### src/rtl/regfile_writeback_pkg.sv
// Shared constants and types for the NAND CPU register file and writeback path.
package regfile_writeback_pkg;

  localparam int DATA_W     = 16;
  localparam int REG_ADDR_W = 4;
  localparam int NUM_REGS   = 16;
  localparam int CNT_W      = 16;

  typedef enum logic {DUMP_IDLE, DUMP_ACTIVE} dump_state_t;

endpackage

### src/rtl/regfile_writeback_if.sv
// Writeback bundle from the writeback glue into the register file.
interface writeback_ifc #(
  parameter int ADDR_W = regfile_writeback_pkg::REG_ADDR_W,
  parameter int DATA_W = regfile_writeback_pkg::DATA_W
);

  logic              valid;
  logic              use_rw;
  logic [ADDR_W-1:0] rw_addr;
  logic [DATA_W-1:0] data;
  logic              write_ps;
  logic              ps;

  modport out (output valid, use_rw, rw_addr, data, write_ps, ps);
  modport in  (input  valid, use_rw, rw_addr, data, write_ps, ps);

endinterface

### src/rtl/regfile_dump_seq.sv
// Dump sequencer: walks an index across every register, one per cycle,
// after a request. Requests arriving while a walk is in progress are dropped.
module regfile_dump_seq #(
  parameter int NUM_REGS = regfile_writeback_pkg::NUM_REGS,
  parameter int ADDR_W   = regfile_writeback_pkg::REG_ADDR_W
) (
  input  logic              clk,
  input  logic              n_rst,
  input  logic              req,
  output logic [ADDR_W-1:0] idx,
  output logic              active
);
  import regfile_writeback_pkg::*;

  localparam logic [ADDR_W-1:0] LAST_IDX = ADDR_W'(NUM_REGS - 1);

  dump_state_t state;

  // State and index advance together; the index is held at 0 when idle
  always_ff @(posedge clk) begin
    if (!n_rst) begin
      state <= DUMP_IDLE;
      idx   <= '0;
    end else begin
      case (state)
        DUMP_IDLE: begin
          idx <= '0;
          if (req) state <= DUMP_ACTIVE;
        end
        DUMP_ACTIVE: begin
          if (idx == LAST_IDX) begin
            state <= DUMP_IDLE;
            idx   <= '0;
          end else begin
            idx <= idx + 1'b1;
          end
        end
        default: begin
          state <= DUMP_IDLE;
          idx   <= '0;
        end
      endcase
    end
  end

  assign active = (state == DUMP_ACTIVE);

endmodule

### src/rtl/regfile_writeback.sv
// Architectural register file, predicate state and retired counter, with
// write-bypassed read ports and a sequential debug dump port.
module regfile_writeback #(
  parameter int NUM_REGS = regfile_writeback_pkg::NUM_REGS,
  parameter int ADDR_W   = regfile_writeback_pkg::REG_ADDR_W,
  parameter int DATA_W   = regfile_writeback_pkg::DATA_W,
  parameter int CNT_W    = regfile_writeback_pkg::CNT_W
) (
  input  logic              clk,
  input  logic              n_rst,
  writeback_ifc.in          i_wb,
  input  logic [ADDR_W-1:0] ra_addr,
  input  logic [ADDR_W-1:0] rt_addr,
  output logic [DATA_W-1:0] ra,
  output logic [DATA_W-1:0] rt,
  output logic              ps,
  output logic [CNT_W-1:0]  retired,
  input  logic              dump_req,
  output logic              dump_busy,
  output logic              dump_valid,
  output logic [ADDR_W-1:0] dump_addr,
  output logic [DATA_W-1:0] dump_data
);
  import regfile_writeback_pkg::*;

  // Read port numbering: 0 = ra, 1 = rt, 2 = dump
  localparam int NUM_RD = 3;

  logic [DATA_W-1:0] regs [NUM_REGS];
  logic              reg_wr;
  logic              ps_wr;
  logic [ADDR_W-1:0] dump_idx;
  logic              dump_active;
  logic [ADDR_W-1:0] rd_addr [NUM_RD];
  logic [DATA_W-1:0] rd_data [NUM_RD];

  assign reg_wr = i_wb.valid & i_wb.use_rw;
  assign ps_wr  = i_wb.valid & i_wb.write_ps;

  // Register array: cleared on reset (so not mapped to block RAM), one write port
  always_ff @(posedge clk) begin
    for (int i = 0; i < NUM_REGS; i++) begin
      if (!n_rst) begin
        regs[i] <= '0;
      end else if (reg_wr && (i_wb.rw_addr == ADDR_W'(i))) begin
        regs[i] <= i_wb.data;
      end
    end
  end

  // Predicate state and retired-instruction counter, both gated by valid
  always_ff @(posedge clk) begin
    if (!n_rst) begin
      ps      <= 1'b0;
      retired <= '0;
    end else begin
      if (ps_wr) ps <= i_wb.ps;
      if (i_wb.valid) retired <= retired + 1'b1;
    end
  end

  assign rd_addr[0] = ra_addr;
  assign rd_addr[1] = rt_addr;
  assign rd_addr[2] = dump_idx;

  // Every read port forwards the in-flight write so the core never sees a stale value
  generate
    for (genvar gi = 0; gi < NUM_RD; gi++) begin : g_rd
      assign rd_data[gi] = (reg_wr && (i_wb.rw_addr == rd_addr[gi])) ? i_wb.data
                                                                      : regs[rd_addr[gi]];
    end
  endgenerate

  assign ra = rd_data[0];
  assign rt = rd_data[1];

  regfile_dump_seq #(
    .NUM_REGS (NUM_REGS),
    .ADDR_W   (ADDR_W)
  ) u_dump_seq (
    .clk    (clk),
    .n_rst  (n_rst),
    .req    (dump_req),
    .idx    (dump_idx),
    .active (dump_active)
  );

  // Dump outputs are forced to zero outside an active walk
  assign dump_busy  = dump_active;
  assign dump_valid = dump_active;
  assign dump_addr  = dump_active ? dump_idx : '0;
  assign dump_data  = dump_active ? rd_data[2] : '0;

endmodule

### src/flat_wrapper.sv
// flat-port wrapper written by rule: the top's interface ports become plain ports
module regfile_writeback_flat import regfile_writeback_pkg::*;
#(
  parameter int NUM_REGS = regfile_writeback_pkg::NUM_REGS,
  parameter int ADDR_W   = regfile_writeback_pkg::REG_ADDR_W,
  parameter int DATA_W   = regfile_writeback_pkg::DATA_W,
  parameter int CNT_W    = regfile_writeback_pkg::CNT_W
)
  (clk, n_rst, ra_addr, rt_addr, ra, rt, ps, retired, dump_req, dump_busy, dump_valid, dump_addr, dump_data, i_wb_valid, i_wb_use_rw, i_wb_rw_addr, i_wb_data, i_wb_write_ps, i_wb_ps);
  writeback_ifc #(.ADDR_W(ADDR_W), .DATA_W(DATA_W)) i_wb_i ();
  input  logic clk;
  input  logic n_rst;
  input  logic [ADDR_W-1:0] ra_addr;
  input  logic [ADDR_W-1:0] rt_addr;
  output logic [DATA_W-1:0] ra;
  output logic [DATA_W-1:0] rt;
  output logic ps;
  output logic [CNT_W-1:0] retired;
  input  logic dump_req;
  output logic dump_busy;
  output logic dump_valid;
  output logic [ADDR_W-1:0] dump_addr;
  output logic [DATA_W-1:0] dump_data;
  input wire logic [$bits(i_wb_i.valid)-1:0] i_wb_valid;
  input wire logic [$bits(i_wb_i.use_rw)-1:0] i_wb_use_rw;
  input wire logic [$bits(i_wb_i.rw_addr)-1:0] i_wb_rw_addr;
  input wire logic [$bits(i_wb_i.data)-1:0] i_wb_data;
  input wire logic [$bits(i_wb_i.write_ps)-1:0] i_wb_write_ps;
  input wire logic [$bits(i_wb_i.ps)-1:0] i_wb_ps;
  assign i_wb_i.valid = i_wb_valid;
  assign i_wb_i.use_rw = i_wb_use_rw;
  assign i_wb_i.rw_addr = i_wb_rw_addr;
  assign i_wb_i.data = i_wb_data;
  assign i_wb_i.write_ps = i_wb_write_ps;
  assign i_wb_i.ps = i_wb_ps;
  regfile_writeback #(.NUM_REGS(NUM_REGS), .ADDR_W(ADDR_W), .DATA_W(DATA_W), .CNT_W(CNT_W)) u_core (.clk(clk), .n_rst(n_rst), .i_wb(i_wb_i), .ra_addr(ra_addr), .rt_addr(rt_addr), .ra(ra), .rt(rt), .ps(ps), .retired(retired), .dump_req(dump_req), .dump_busy(dump_busy), .dump_valid(dump_valid), .dump_addr(dump_addr), .dump_data(dump_data));
endmodule
### config.mk
export PLATFORM = sky130hd
export DESIGN_NAME = regfile_writeback_flat
export DESIGN_NICKNAME = d
export VERILOG_FILES = /design/src/rtl/regfile_writeback_pkg.sv /design/src/rtl/regfile_writeback_if.sv /design/src/rtl/regfile_dump_seq.sv /design/src/rtl/regfile_writeback.sv /design/src/flat_wrapper.sv
export SDC_FILE = /design/constraint.sdc
export NUM_CORES = 1
export LEC_CHECK = 0
export CAP_MARGIN = 20
export CELL_PAD_IN_SITES_DETAIL_PLACEMENT = 2
export CELL_PAD_IN_SITES_GLOBAL_PLACEMENT = 2
export CORE_ASPECT_RATIO = 1.4
export CORE_MARGIN = 4
export CORE_UTILIZATION = 44
export CTS_CLUSTER_SIZE = 10
export DETAILED_ROUTE_END_ITERATION = 10
export HOLD_SLACK_MARGIN = 0.02
export PLACE_DENSITY_LB_ADDON = 0.1
export SLEW_MARGIN = 10
export SYNTH_ARGS = -nofsm -noshare
export SYNTH_HDL_FRONTEND = slang
export SYNTH_SLANG_ARGS = --single-unit
### constraint.sdc
create_clock -name clk -period 3.5 [get_ports clk]
set_input_delay 0.7 -clock clk [delete_from_list [all_inputs] [get_ports clk]]
set_output_delay 0.7 -clock clk [all_outputs]
set_load 0.05 [all_outputs]
Word-level counts from Yosys, hierarchy flattened
Memory sizes are Yosys's and may differ from the RTL's. A register that Yosys moved wholly into a read port is not among the register bits.
Index checks and enable logic that the tools add are counted.
{"block": "classes", "n_bitwise": 19, "mux": 76, "eq_ne": 19, "reduce_logical": 20, "addsub": 2}
{"cell": "two-way mux 16 bit", "count": 20}
{"cell": "two-way mux 1 bit", "count": 51}
{"cell": "equality test 4 bit, second input constant", "count": 9}
{"cell": "logical AND 1 bit", "count": 19}
{"cell": "adder 16 x 1 -> 16 bit, second input constant", "count": 1}
{"cell": "equality test 4 x 3 -> 1 bit, second input constant", "count": 4}
{"cell": "OR 1 bit", "count": 16}
{"cell": "equality test 4 bit", "count": 3}
{"cell": "two-way mux 4 bit", "count": 3}
{"cell": "equality test 4 x 2 -> 1 bit, second input constant", "count": 2}
{"cell": "one-hot mux 4 bit (2 select lines)", "count": 1}
{"cell": "adder 4 x 1 -> 4 bit, second input constant", "count": 1}
{"cell": "equality test 4 x 1 -> 1 bit, second input constant", "count": 1}
{"cell": "zero test 4 bit", "count": 1}
{"cell": "bitwise AND 1 bit", "count": 2}
{"cell": "one-hot mux 1 bit (2 select lines)", "count": 1}
{"cell": "NOT 1 bit", "count": 1}
{"block": "word_totals", "n_memories": 1, "word_cells": 141, "ramBits": 256, "inputBits": 35, "output_inout_bits": 71, "reg_bits": 22}
{"name": "u_core.regs", "depth": 16, "word_bits": 16, "rd": 3, "rd_ports_with_merged_regs": 1, "write_ports": 16, "line_no": "regfile_writeback.sv:29", "text": "logic [DATA_W-1:0] regs [NUM_REGS];"}

Longest topological paths before layout
Gate-level depths: netlist of the first run.
{"block": "depth", "ltp_word": 6, "depth_mapped": 7, "ltp_nobuf": 4}

Cells and area by module
From an unflattened synthesis of the first run, not the netlist that was laid out.
{"block": "hier_totals", "cells_unflattened": 1176, "area_unflattened_um2": 17401.7}
{"mod": "regfile_writeback", "cells_per_inst": 1158, "n_inst": 1, "area_per_inst_um2": 17221.5, "seq_area_each_um2": 8027.7}
{"mod": "regfile_dump_seq", "cells_per_inst": 18, "n_inst": 1, "area_per_inst_um2": 180.2, "seq_area_each_um2": 100.1}

Worst setup path before layout of the first run
OpenSTA, ideal clock, no wires.
{"block": "synth_path", "path_kind": "input-to-reg", "from": "in i_wb_rw_addr[2]", "to": "mem u_core.regs[1][0] (enable)", "cell_stages": 4, "setup_slack_ns": 0.444, "t_arrival_ns": 2.645, "setup_ns": 0.411, "n_path_buf": 2, "t_required_ns": 3.089, "cell_sequence": "clkbuf_1 or3_1 clkbuf_1 o21ai_0"}
{"item": "start: declaration", "line_no": "flat_wrapper.sv:26", "text": "input wire logic [$bits(i_wb_i.rw_addr)-1:0] i_wb_rw_addr;"}
{"item": "end: declaration", "line_no": "regfile_writeback.sv:29"}

Worst setup path in the final report of the first run
{"block": "layout_path", "from": "in i_wb_rw_addr[1]", "to": "out dump_data[4]"}
{"block": "layout_via", "elab_chain_len": 4}
{"item": "equality test 4 bit", "line_no": "regfile_writeback.sv:69", "text": "assign rd_data[gi] = (reg_wr && (i_wb.rw_addr == rd_addr[gi])) ? i_wb.data"}
{"item": "logical AND 1 bit", "line_no": "regfile_writeback.sv:69"}
{"item": "two-way mux 16 bit", "line_no": "regfile_writeback.sv:69"}
{"item": "two-way mux 16 bit", "line_no": "regfile_writeback.sv:92", "text": "assign dump_data = dump_active ? rd_data[2] : '0;"}
{"item": "end: declaration", "line_no": "flat_wrapper.sv:23", "text": "output logic [DATA_W-1:0] dump_data;"}
No other way between the ends.

==> results.sh, run 1 <==
export IMPL_end_kind="primary output"
export IMPL_slew_violations=0
export IMPL_seq_area_frac_synth_pct=46.70
export IMPL_crit_type="input pin to primary output"
export IMPL_grt_pass1_wl_mm=99.47
export IMPL_yosysTopAreaCell="edfxtp_1"
export IMPL_initial_core_util_pct=44.83
export IMPL_placementRows=85
export IMPL_final_core_util_pct=54.36
export IMPL_hpwlAfterDp_mm=46.46
export IMPL_routedWlPerCell_um=37.52
export IMPL_max_stage_delay_ns=0.59
export IMPL_synth_edff_count=256
export IMPL_dr_pass1_iters=5
export IMPL_synth_nets=1215
export IMPL_peakVddDrop_uv=229.7
export IMPL_rsz0062_at_grt="no"
export IMPL_avgViaCountPerCell=6.733
export IMPL_critPathArrivalTime_ns=2.68
export IMPL_synthArstFlopShare_pct=0
export IMPL_worst_slew_pin_slew_ns=0.6950
export IMPL_fmax_mhz=296.0
export IMPL_powerDensity_nw_per_um2=444.0
export IMPL_vias=12460
export IMPL_yosysMostFrequentCell="and2_1"
export IMPL_hold_violations=0
export IMPL_power_uw=9369
export IMPL_antenna_found_initial=2
export IMPL_fp_dieW_um=176.1
export IMPL_grt_use_total_pct=32.30
export IMPL_worstPathRequired_ns=2.80
export IMPL_slowest_stage="clkdlybuf4s50_1"
export IMPL_cp_cell_sequence="clkdlybuf4s50_1, xnor2_1, nand3_1, o31a_2, a22o_1, buf_12"
export IMPL_die_y_um=243.3
export IMPL_placedCellCount=1799
export IMPL_drc=0
export IMPL_globalRouteOverflowTotal=0
export IMPL_crit_fanout=16
export IMPL_path_clk_slew_ns=0.06
export IMPL_die_area_um2=42840
export IMPL_clock_sinks=278
export IMPL_drt_iter0_markers=1442
export IMPL_gp_congestion=0.8684
export IMPL_synthTopCellsByCount="and2_1, edfxtp_1, mux4_2, mux2i_1, buf_2"
export IMPL_avgSynthCellArea_um2=14.77
export IMPL_grt_max_degree=37
export IMPL_cts_tree="yes"
export IMPL_drt_total_wl_mm=69.44
export IMPL_worstSetupStartpointType="input pin"
export IMPL_cap_violations=0
export IMPL_yosysTopAreaCellShare_pct=44.17
export IMPL_clockBufferDepth=3
export IMPL_ys_flop_type="edfxtp_1"
export IMPL_power_leakage_uw=0.007570
export IMPL_slew_headroom_pct=53.52
export IMPL_grt_pass1_vias=13750
export IMPL_setup_viol=0
export IMPL_netlist_area_um2=17400
export IMPL_htree_levels=2
export IMPL_io_buffers=105
export IMPL_finClkSkew_ns=0.009587
export IMPL_ys_warn_count=0
export IMPL_insertion_delay_ns=0.52
export IMPL_layout_nets=1352
export IMPL_ctsHoldBuffers=0
export IMPL_fill_cells=3449
export IMPL_period_minus_slack_ns=3.379
export IMPL_min_period_over_period_pct=96.54
export IMPL_syn_inst=1178
export IMPL_synth_area_leaders="edfxtp_1, mux4_2, and2_1"
export IMPL_cts_inserted_buffers=34
export IMPL_final_layout_size_suffix_gt1_share_pct=33.23
export IMPL_fin_ws_ns=0.1211
export IMPL_ys_types=43
export IMPL_status="complete, no violations"
export IMPL_core_um2=38820
export IMPL_root_buffer="clkbuf_16"
export IMPL_syn_to_final_growth_pct=21.25
export IMPL_final_cells=1851
export IMPL_ant_nets=0
export IMPL_hp_class="flop to flop"
export IMPL_dp_slack_ns=-0.05827
export IMPL_num_io_pins=106
export IMPL_ys_seq_elements=278
[cells in the final DEF (no fill, tap or decap), drive strengths merged, types with 8 or more instances in the layout]
| cell | instances |
|---|---|
| buf | 161 |
| o21ai | 18 |
| clkbuf | 46 |
| edfxtp | 256 |
| mux4 | 192 |
| clkdlybuf4s50 | 51 |
| mux2 | 32 |
| and2 | 263 |
| mux2i | 98 |
| a22oi | 32 |
| nand4 | 8 |
| xnor2 | 10 |
| nand3 | 9 |
| xor2 | 14 |
| dfxtp | 22 |
| nand2 | 27 |
| a22o | 16 |
| nor2 | 33 |
[worst max-delay path, delay by kind of cell]
family,cells,cell delay (ns)
AOI/OAI and AO/OA,2,0.87
xor gates and xnor gates,1,0.16
buffers and inverters,2,0.76
and+or+nand+nor,1,0.18
[through the flow]
stage	hold WS, ns	cell area, um2	setup TNS, ns
CTS	0.4689	21100	0
finish	0.4649	21100	0
floorplan	0.5631	17400	0
global placement	0.4438	20090	0
detailed placement	0.4595	20090	-0.05827
global route	0.5107	21100	0
[final cells by class]
class / count / area, um2 / area share (%)
antenna: 2 / 5.005 / 0.02372
clock inverter: 2 / 33.78 / 0.1601
timing repair buffer: 212 / 2572 / 12.19
sequential: 278 / 8135 / 38.55
tap: 522 / 653.1 / 3.095
clock buffer: 46 / 959.7 / 4.548
multi-input combinational: 785 / 8727 / 41.36
inverter: 4 / 15.01 / 0.07115
[worst paths after layout]
check / startpoint / cells past startpoint / to / slack [ns]
max: i_wb_rw_addr[1] / 6 / dump_data[4] / 0.12
min: u_core.ps / 2 / u_core.ps / 0.46
max reg2reg: u_core.retired[2] / 4 / u_core.retired[12] / 1.72
min reg2reg: u_core.ps / 2 / u_core.ps / 0.46
[cell families (layout without fill, tap and decap cells)]
family          Yosys count  after routing  share of synthesized area [%]
compound gates           75             75                          3.027
xor+xnor                 24             24                          1.208
fa+ha+maj                 2              2                         0.1438
buf+inv                 115            264                          3.544
flops                   278            278                          46.70
mux                     322            322                          32.96
other cells               0              2                              0
simple gates            362            362                          12.41
[repair_timing]
action / 4_1_cts / 5_1_grt
gates resized for setup: 1 / 0
endpoints found under the setup margin: 16 / 0
buffers inserted: 2 / 0
[power by group]
part           switching (uW)  total, uW  internal (uW)
logic                    1090       2050            959
clock network            1370       3330           1970
registers                 175       3980           3810
[registers in the layout (all words and copies together), names as in the netlist]
| register | cells |
|---|---|
| u_core.ps | 1 |
| u_core.regs | 256 |
| u_core.retired | 16 |
| u_core.u_dump_seq.active | 1 |
| u_core.u_dump_seq.idx | 4 |
[metal layers]
layer	part of all wire, %	vias to the layer above	track usage, %
met1	35	6635	38.91
met5	0	-	0
met3	7.5	194	4.900
li1	-	4893	-
met2	52	741	56.93
met4	5.2	0	14.82
Note: power is estimated with default switching activity, not from simulation.
==> run 2: changes to the inputs <==
--- a/config.mk
+++ b/config.mk
@@ -9,7 +9,7 @@
 export CELL_PAD_IN_SITES_DETAIL_PLACEMENT = 2
 export CELL_PAD_IN_SITES_GLOBAL_PLACEMENT = 2
 export CORE_ASPECT_RATIO = 1.4
-export CORE_MARGIN = 4
+export CORE_MARGIN = 8
 export CORE_UTILIZATION = 44
 export CTS_CLUSTER_SIZE = 10
 export DETAILED_ROUTE_END_ITERATION = 10
==> run 2 against run 1 <==
Worst setup slack better by 0.012 ns; non-clock buffer count is 8 lower; wire length is 0.75% higher; critical endpoint is now dump_data[7]; maximum frequency is 0.34% higher; die area is 8.0% higher; register-to-register slack worse by 0.07 ns; sequential share of layout area is 0.16 points higher; combinational power hardly changed; clock-buffer cell count is 1 lower; first-iteration DRC count is 25% lower; worst hold slack better by 0.0022 ns.
==> results.sh, run 2 (synthesis results as in run 1) <==
export IMPL_fill_cells=3547
export IMPL_final_core_util_pct=53.66
export IMPL_slew_headroom_pct=49.04
export IMPL_syn_to_final_growth_pct=20.76
export IMPL_slew_violations=0
export IMPL_routedWlPerCell_um=37.90
export IMPL_num_io_pins=106
export IMPL_cap_violations=0
export IMPL_worstSetupStartpointType="flop"
export IMPL_cp_cell_sequence="buf_4, mux4_2, a22oi_1, nand2_1, a22o_1, buf_12"
export IMPL_fp_dieW_um=184.1
export IMPL_hold_violations=0
export IMPL_dr_pass1_iters=5
export IMPL_fmax_mhz=297.0
export IMPL_setup_viol=0
export IMPL_critPathArrivalTime_ns=2.67
export IMPL_hpwlAfterDp_mm=47.35
export IMPL_insertion_delay_ns=0.52
export IMPL_grt_pass1_wl_mm=101.0
export IMPL_final_cells=1846
export IMPL_die_area_um2=46260
export IMPL_crit_type="flop to primary output"
export IMPL_placedInstanceArea_um2=20040
export IMPL_post_route_cell_area_um2=21020
export IMPL_powerDensity_nw_per_um2=442.6
export IMPL_tns_ns=0
export IMPL_min_period_over_period_pct=96.21
export IMPL_grt_use_total_pct=30.55
export IMPL_power_leakage_uw=0.007521
export IMPL_path_clk_slew_ns=0.05
export IMPL_final_layout_size_suffix_gt1_share_pct=32.93
export IMPL_drt_total_wl_mm=69.97
export IMPL_globalRouteOverflowTotal=0
export IMPL_max_stage_delay_ns=0.57
export IMPL_worstPathRequired_ns=2.80
export IMPL_initial_core_util_pct=44.43
export IMPL_grt_pass1_vias=13810
export IMPL_gp_congestion=0.8722
export IMPL_placedCellCount=1799
export IMPL_root_buffer="clkbuf_16"
export IMPL_end_kind="primary output"
export IMPL_reg_top3="u_core.regs (256), u_core.retired (16), u_core.u_dump_seq.idx (4)"
export IMPL_layout_common_cells="and2_1, edfxtp_1, mux4_2, mux2i_1, buf_4"
export IMPL_die_y_um=251.3
export IMPL_drt_iter0_markers=1079
export IMPL_clock_sinks=278
export IMPL_crit_fanout=12
export IMPL_clockBufferDepth=3
export IMPL_final_seq_area_um2=8135
export IMPL_htree_levels=2
export IMPL_antenna_found_initial=4
export IMPL_ant_nets=0
export IMPL_finClkSkew_ns=0.008247
export IMPL_io_buffers=105
export IMPL_status="complete, no violations"
export IMPL_rsz0062_at_grt="no"
export IMPL_cts_tree="yes"
export IMPL_avgViaCountPerCell=6.693
export IMPL_peakVddDrop_uv=311.6
export IMPL_layout_nets=1344
export IMPL_layout_commonest_cell="and2_1"
export IMPL_largest_reg_flops=256
export IMPL_antenna_cells=0
export IMPL_slowest_stage="mux4_2"
export IMPL_worst_slew_pin_slew_ns=0.7620
export IMPL_drc=0
export IMPL_timing_hold_ws_ns=0.4671
export IMPL_core_um2=39170
export IMPL_placementRows=86
export IMPL_cts_inserted_buffers=34
export IMPL_multi_input_area_um2=8727
export IMPL_r2r_slack_ns=1.65
export IMPL_regMostFlops="u_core.regs"
export IMPL_hp_class="flop to flop"
export IMPL_vias=12360
export IMPL_period_minus_slack_ns=3.367
export IMPL_grt_max_degree=33
[run 2: changes by cell type in the layout (fill, tap and decap cells not counted), sizes merged]
cell,delta
bufinv,-1
clkbuf,-1
clkinv,+1
diode,-2
buf,-8
[run 2: worst paths after layout]
check,end,depth (start not counted),from
max,dump_data[7],6,u_core.u_dump_seq.idx[0]
min,u_core.ps,2,u_core.ps
max reg2reg,u_core.retired[14],4,u_core.retired[2]
min reg2reg,u_core.ps,2,u_core.ps
[run 2: layer usage]
layer | vias up | routed length (um) | track usage, % | share of wire, %
met5 | - | 5 | 0 | 0.0071
met1 | 6472 | 24060 | 34.85 | 34
met2 | 758 | 36400 | 53.92 | 52
met4 | 2 | 4176 | 16.17 | 6.0
met3 | 247 | 5320 | 5.230 | 7.6
li1 | 4876 | - | - | -
[run 2: cell type report]
type                    instances  area share (%)
multi-input cells             785           41.53
well taps                     528           3.143
inverters                       4         0.07144
flip-flops and latches        278           38.71
clock inverters                 2         0.05953
clock buffers                  45           4.596
repair buffers                204           11.89
[run 2: metrics by stage]
stage	worst slack [ns]	total power [uW]
after floorplan	0.4442	5146
after global placement	0.1544	6013
after detailed placement	-0.004186	6090
after CTS	0.08660	9359
after global routing	0.02612	9530
final	0.1326	9303
[run 2: power breakdown]
| part | internal (uW) | total (uW) | switching, uW |
|---|---|---|---|
| clock | 1910 | 3270 | 1360 |
| sequential | 3810 | 3980 | 171 |
| combinational | 949 | 2050 | 1100 |
| total | 6670 | 9300 | 2640 |
[run 2: worst max-delay path, delay by kind of cell, from the launching register on]
kind / cells / cell delay [ns]
AO/OA/AOI/OAI: 2 / 0.49
AND/OR/NAND/NOR: 1 / 0.19
buffers and inverters: 2 / 0.46
multiplexers: 1 / 0.57
flip-flops: 1 / 0.42
[run 2: timing repair]
action | 4_1_cts | 5_1_grt
setup buffers | 0 | 0
gates resized for setup | 1 | 0
endpoints found under the setup margin | 2 | 0
hold buffers | 0 | 0
==> run 3: changes to the inputs <==
--- a/config.mk
+++ b/config.mk
@@ -10,7 +10,7 @@
 export CELL_PAD_IN_SITES_GLOBAL_PLACEMENT = 2
 export CORE_ASPECT_RATIO = 1.4
 export CORE_MARGIN = 8
-export CORE_UTILIZATION = 44
+export CORE_UTILIZATION = 40
 export CTS_CLUSTER_SIZE = 10
 export DETAILED_ROUTE_END_ITERATION = 10
 export HOLD_SLACK_MARGIN = 0.02
==> constraint.sdc (replaced) <==
create_clock -name clk -period 3 [get_ports clk]
set_input_delay 0.6 -clock clk [delete_from_list [all_inputs] [get_ports clk]]
set_output_delay 0.6 -clock clk [all_outputs]
set_load 0.05 [all_outputs]
==> run 3 against run 2 <==
The flow now finishes with violations (negative setup slack); wire length increased by 5.1%; flip-flop and latch count unchanged; clock power rose by 14%; critical path depth up 2; clock-buffer cell count decreased by 3; clock skew down 0.0040 ns; die area up 9.2%; global-route usage fell by 1.6 points; worst hold slack improved by 0.0014 ns; critical endpoint is now dump_data[14]; largest cell class unchanged.
==> results.sh, run 3 (synthesis results as in run 1) <==
export IMPL_clock_sinks=278
export IMPL_slowest_stage="mux4_2"
export IMPL_p_clk_share_pct=33.8
export IMPL_status="complete, but fails checks"
export IMPL_critPathBufInv=4
export IMPL_fp_dieW_um=192.3
export IMPL_violations="negative setup slack"
export IMPL_r2r_slack_ns=1.16
export IMPL_final_layout_size_suffix_gt1_share_pct=41.59
export IMPL_grt_pass1_vias=14020
export IMPL_routedWlPerCell_um=37.74
export IMPL_layout_common_cells="and2_1, edfxtp_1, mux4_2, buf_4, buf_12"
export IMPL_worstPathRequired_ns=2.40
export IMPL_power_leakage_uw=0.008107
export IMPL_crit_fanout=5
export IMPL_p_seq_share_pct=42.0
export IMPL_largest_reg_flops=256
export IMPL_avgViaCountPerCell=6.536
export IMPL_peakVddDrop_uv=345.0
export IMPL_max_stage_delay_ns=0.51
export IMPL_period_minus_slack_ns=3.157
export IMPL_die_y_um=262.8
export IMPL_layout_commonest_cell="and2_1"
export IMPL_htree_levels=2
export IMPL_placementRows=90
export IMPL_core_um2=43020
export IMPL_regMostFlops="u_core.regs"
export IMPL_antenna_found_initial=3
export IMPL_reg_top3="u_core.regs (256), u_core.retired (16), u_core.u_dump_seq.idx (4)"
export IMPL_fin_ws_ns=-0.1570
export IMPL_globalRouteOverflowTotal=0
export IMPL_cap_violations=0
export IMPL_share_comb_of_total_power_pct=24.3
export IMPL_ant_nets=0
export IMPL_final_core_util_pct=52.21
export IMPL_path_clk_slew_ns=0.05
export IMPL_powerDensity_nw_per_um2=492.4
export IMPL_setup_viol=15
export IMPL_initial_core_util_pct=40.46
export IMPL_gp_congestion=0.8293
export IMPL_power_uw=11060
export IMPL_hp_class="flop to flop"
export IMPL_num_io_pins=106
export IMPL_vias=12740
export IMPL_cp_cell_sequence="buf_12, buf_12, buf_16, mux4_2, a22oi_2, nand2_2, a22o_1, buf_12"
export IMPL_clockBufferDepth=3
export IMPL_hpwlAfterDp_mm=47.99
export IMPL_cts_inserted_buffers=34
export IMPL_ctsHoldBuffers=0
export IMPL_p_sw_share_pct=28.88
export IMPL_worstSetupStartpointType="flop"
export IMPL_drt_total_wl_mm=73.56
export IMPL_antenna_cells=0
export IMPL_grt_max_degree=28
export IMPL_drt_iter0_markers=1189
export IMPL_switchingPower_uw=3194
export IMPL_die_area_um2=50530
export IMPL_insertion_delay_ns=0.52
export IMPL_layout_nets=1423
export IMPL_worst_slew_pin_slew_ns=0.5617
export IMPL_path_common_cell="buf_12"
export IMPL_slew_headroom_pct=62.43
export IMPL_hold_violations=0
export IMPL_rsz0062_at_grt="yes"
export IMPL_grt_pass1_wl_mm=104.3
export IMPL_io_buffers=105
export IMPL_critPathArrivalTime_ns=2.56
export IMPL_cts_tree="yes"
export IMPL_min_period_over_period_pct=105.2
export IMPL_fmax_mhz=316.8
export IMPL_grt_use_total_pct=29.00
export IMPL_end_kind="primary output"
export IMPL_root_buffer="clkbuf_16"
export IMPL_finClkSkew_ns=0.004256
export IMPL_dr_pass1_iters=5
export IMPL_crit_family="buffers and inverters"
export IMPL_power_internal_uw=7865
export IMPL_slew_violations=0
export IMPL_syn_to_final_growth_pct=29.05
export IMPL_drc=0
export IMPL_crit_type="flop to primary output"
## run 3: cell types whose count changed in the layout (fill, tap and decap cells not counted), sizes merged
cell           previous run  this run
clkinv                    2         5
buf                     153       232
clkbuf                   45        42
clkdlybuf4s50            51        50
dlymetal6s2s              0         1
## run 3: tightest hold or removal path, stage by stage, from the launching register on
cell	delay [ns]
dfxtp_1	0.31
nand2_1	0.05
a21oi_1	0.05
## run 3: repair_timing
action,in CTS,in global routing
pin swaps,29,18
setup endpoints to repair,38,41
endpoints found under the hold margin,0,0
gates cloned,11,0
setup buffers,18,3
resized for setup,76,46
## run 3: layout make-up
cell class                      instances  area [um2]
Clock inverter                          5       45.04
Inverter                                4       15.01
Clock buffer                           42       902.1
Multi-Input combinational cell        785        8996
Sequential cell                       278        8135
Fill cell                            3848       20560
Timing Repair Buffer                  283        3675
Tap cell                              552       690.7
## run 3: path summary, 6_finish.rpt
kind                            startpoint            endpoint  cells past startpoint
setup / recovery  u_core.u_dump_seq.idx[0]       dump_data[14]                      8
hold / removal                   u_core.ps           u_core.ps                      2
setup reg to reg         u_core.retired[2]  u_core.retired[14]                      4
hold reg to reg                  u_core.ps           u_core.ps                      2
## run 3: routing by layer
metal  global-route usage, %  vias to the layer above  routed length, um
li1                        -                     5032                  -
met4                   13.53                        2               3826
met5                       0                        -                 13
met1                   34.31                     6779              26150
met2                   50.42                      715              38210
met3                   4.740                      211               5350
## run 3: power by group through the flow
stage / combinational (uW) / clock, uW / sequential, uW
floorplan: 1370 / 0 / 4630
global placement: 2450 / 0 / 4680
detailed placement: 2480 / 0 / 4710
CTS: 2670 / 3780 / 4630
global route: 2780 / 3910 / 4650
finish: 2680 / 3740 / 4640
## run 3: metrics by stage
| step | area, um2 | hold WS, ns | setup slack (ns) | TNS (ns) | cells |
|---|---|---|---|---|---|
| floorplan | 17400 | 0.5631 | 0.04419 | 0 | 1178 |
| global route | 22460 | 0.5127 | -0.1933 | -2.437 | 1949 |
| CTS | 22360 | 0.4739 | -0.1526 | -1.518 | 1948 |
| finish | 22460 | 0.4684 | -0.1570 | -1.531 | 1949 |
| global placement | 20650 | 0.4468 | -0.06650 | -0.1796 | 1873 |
| detailed placement | 20650 | 0.4624 | -0.1012 | -0.5228 | 1873 |
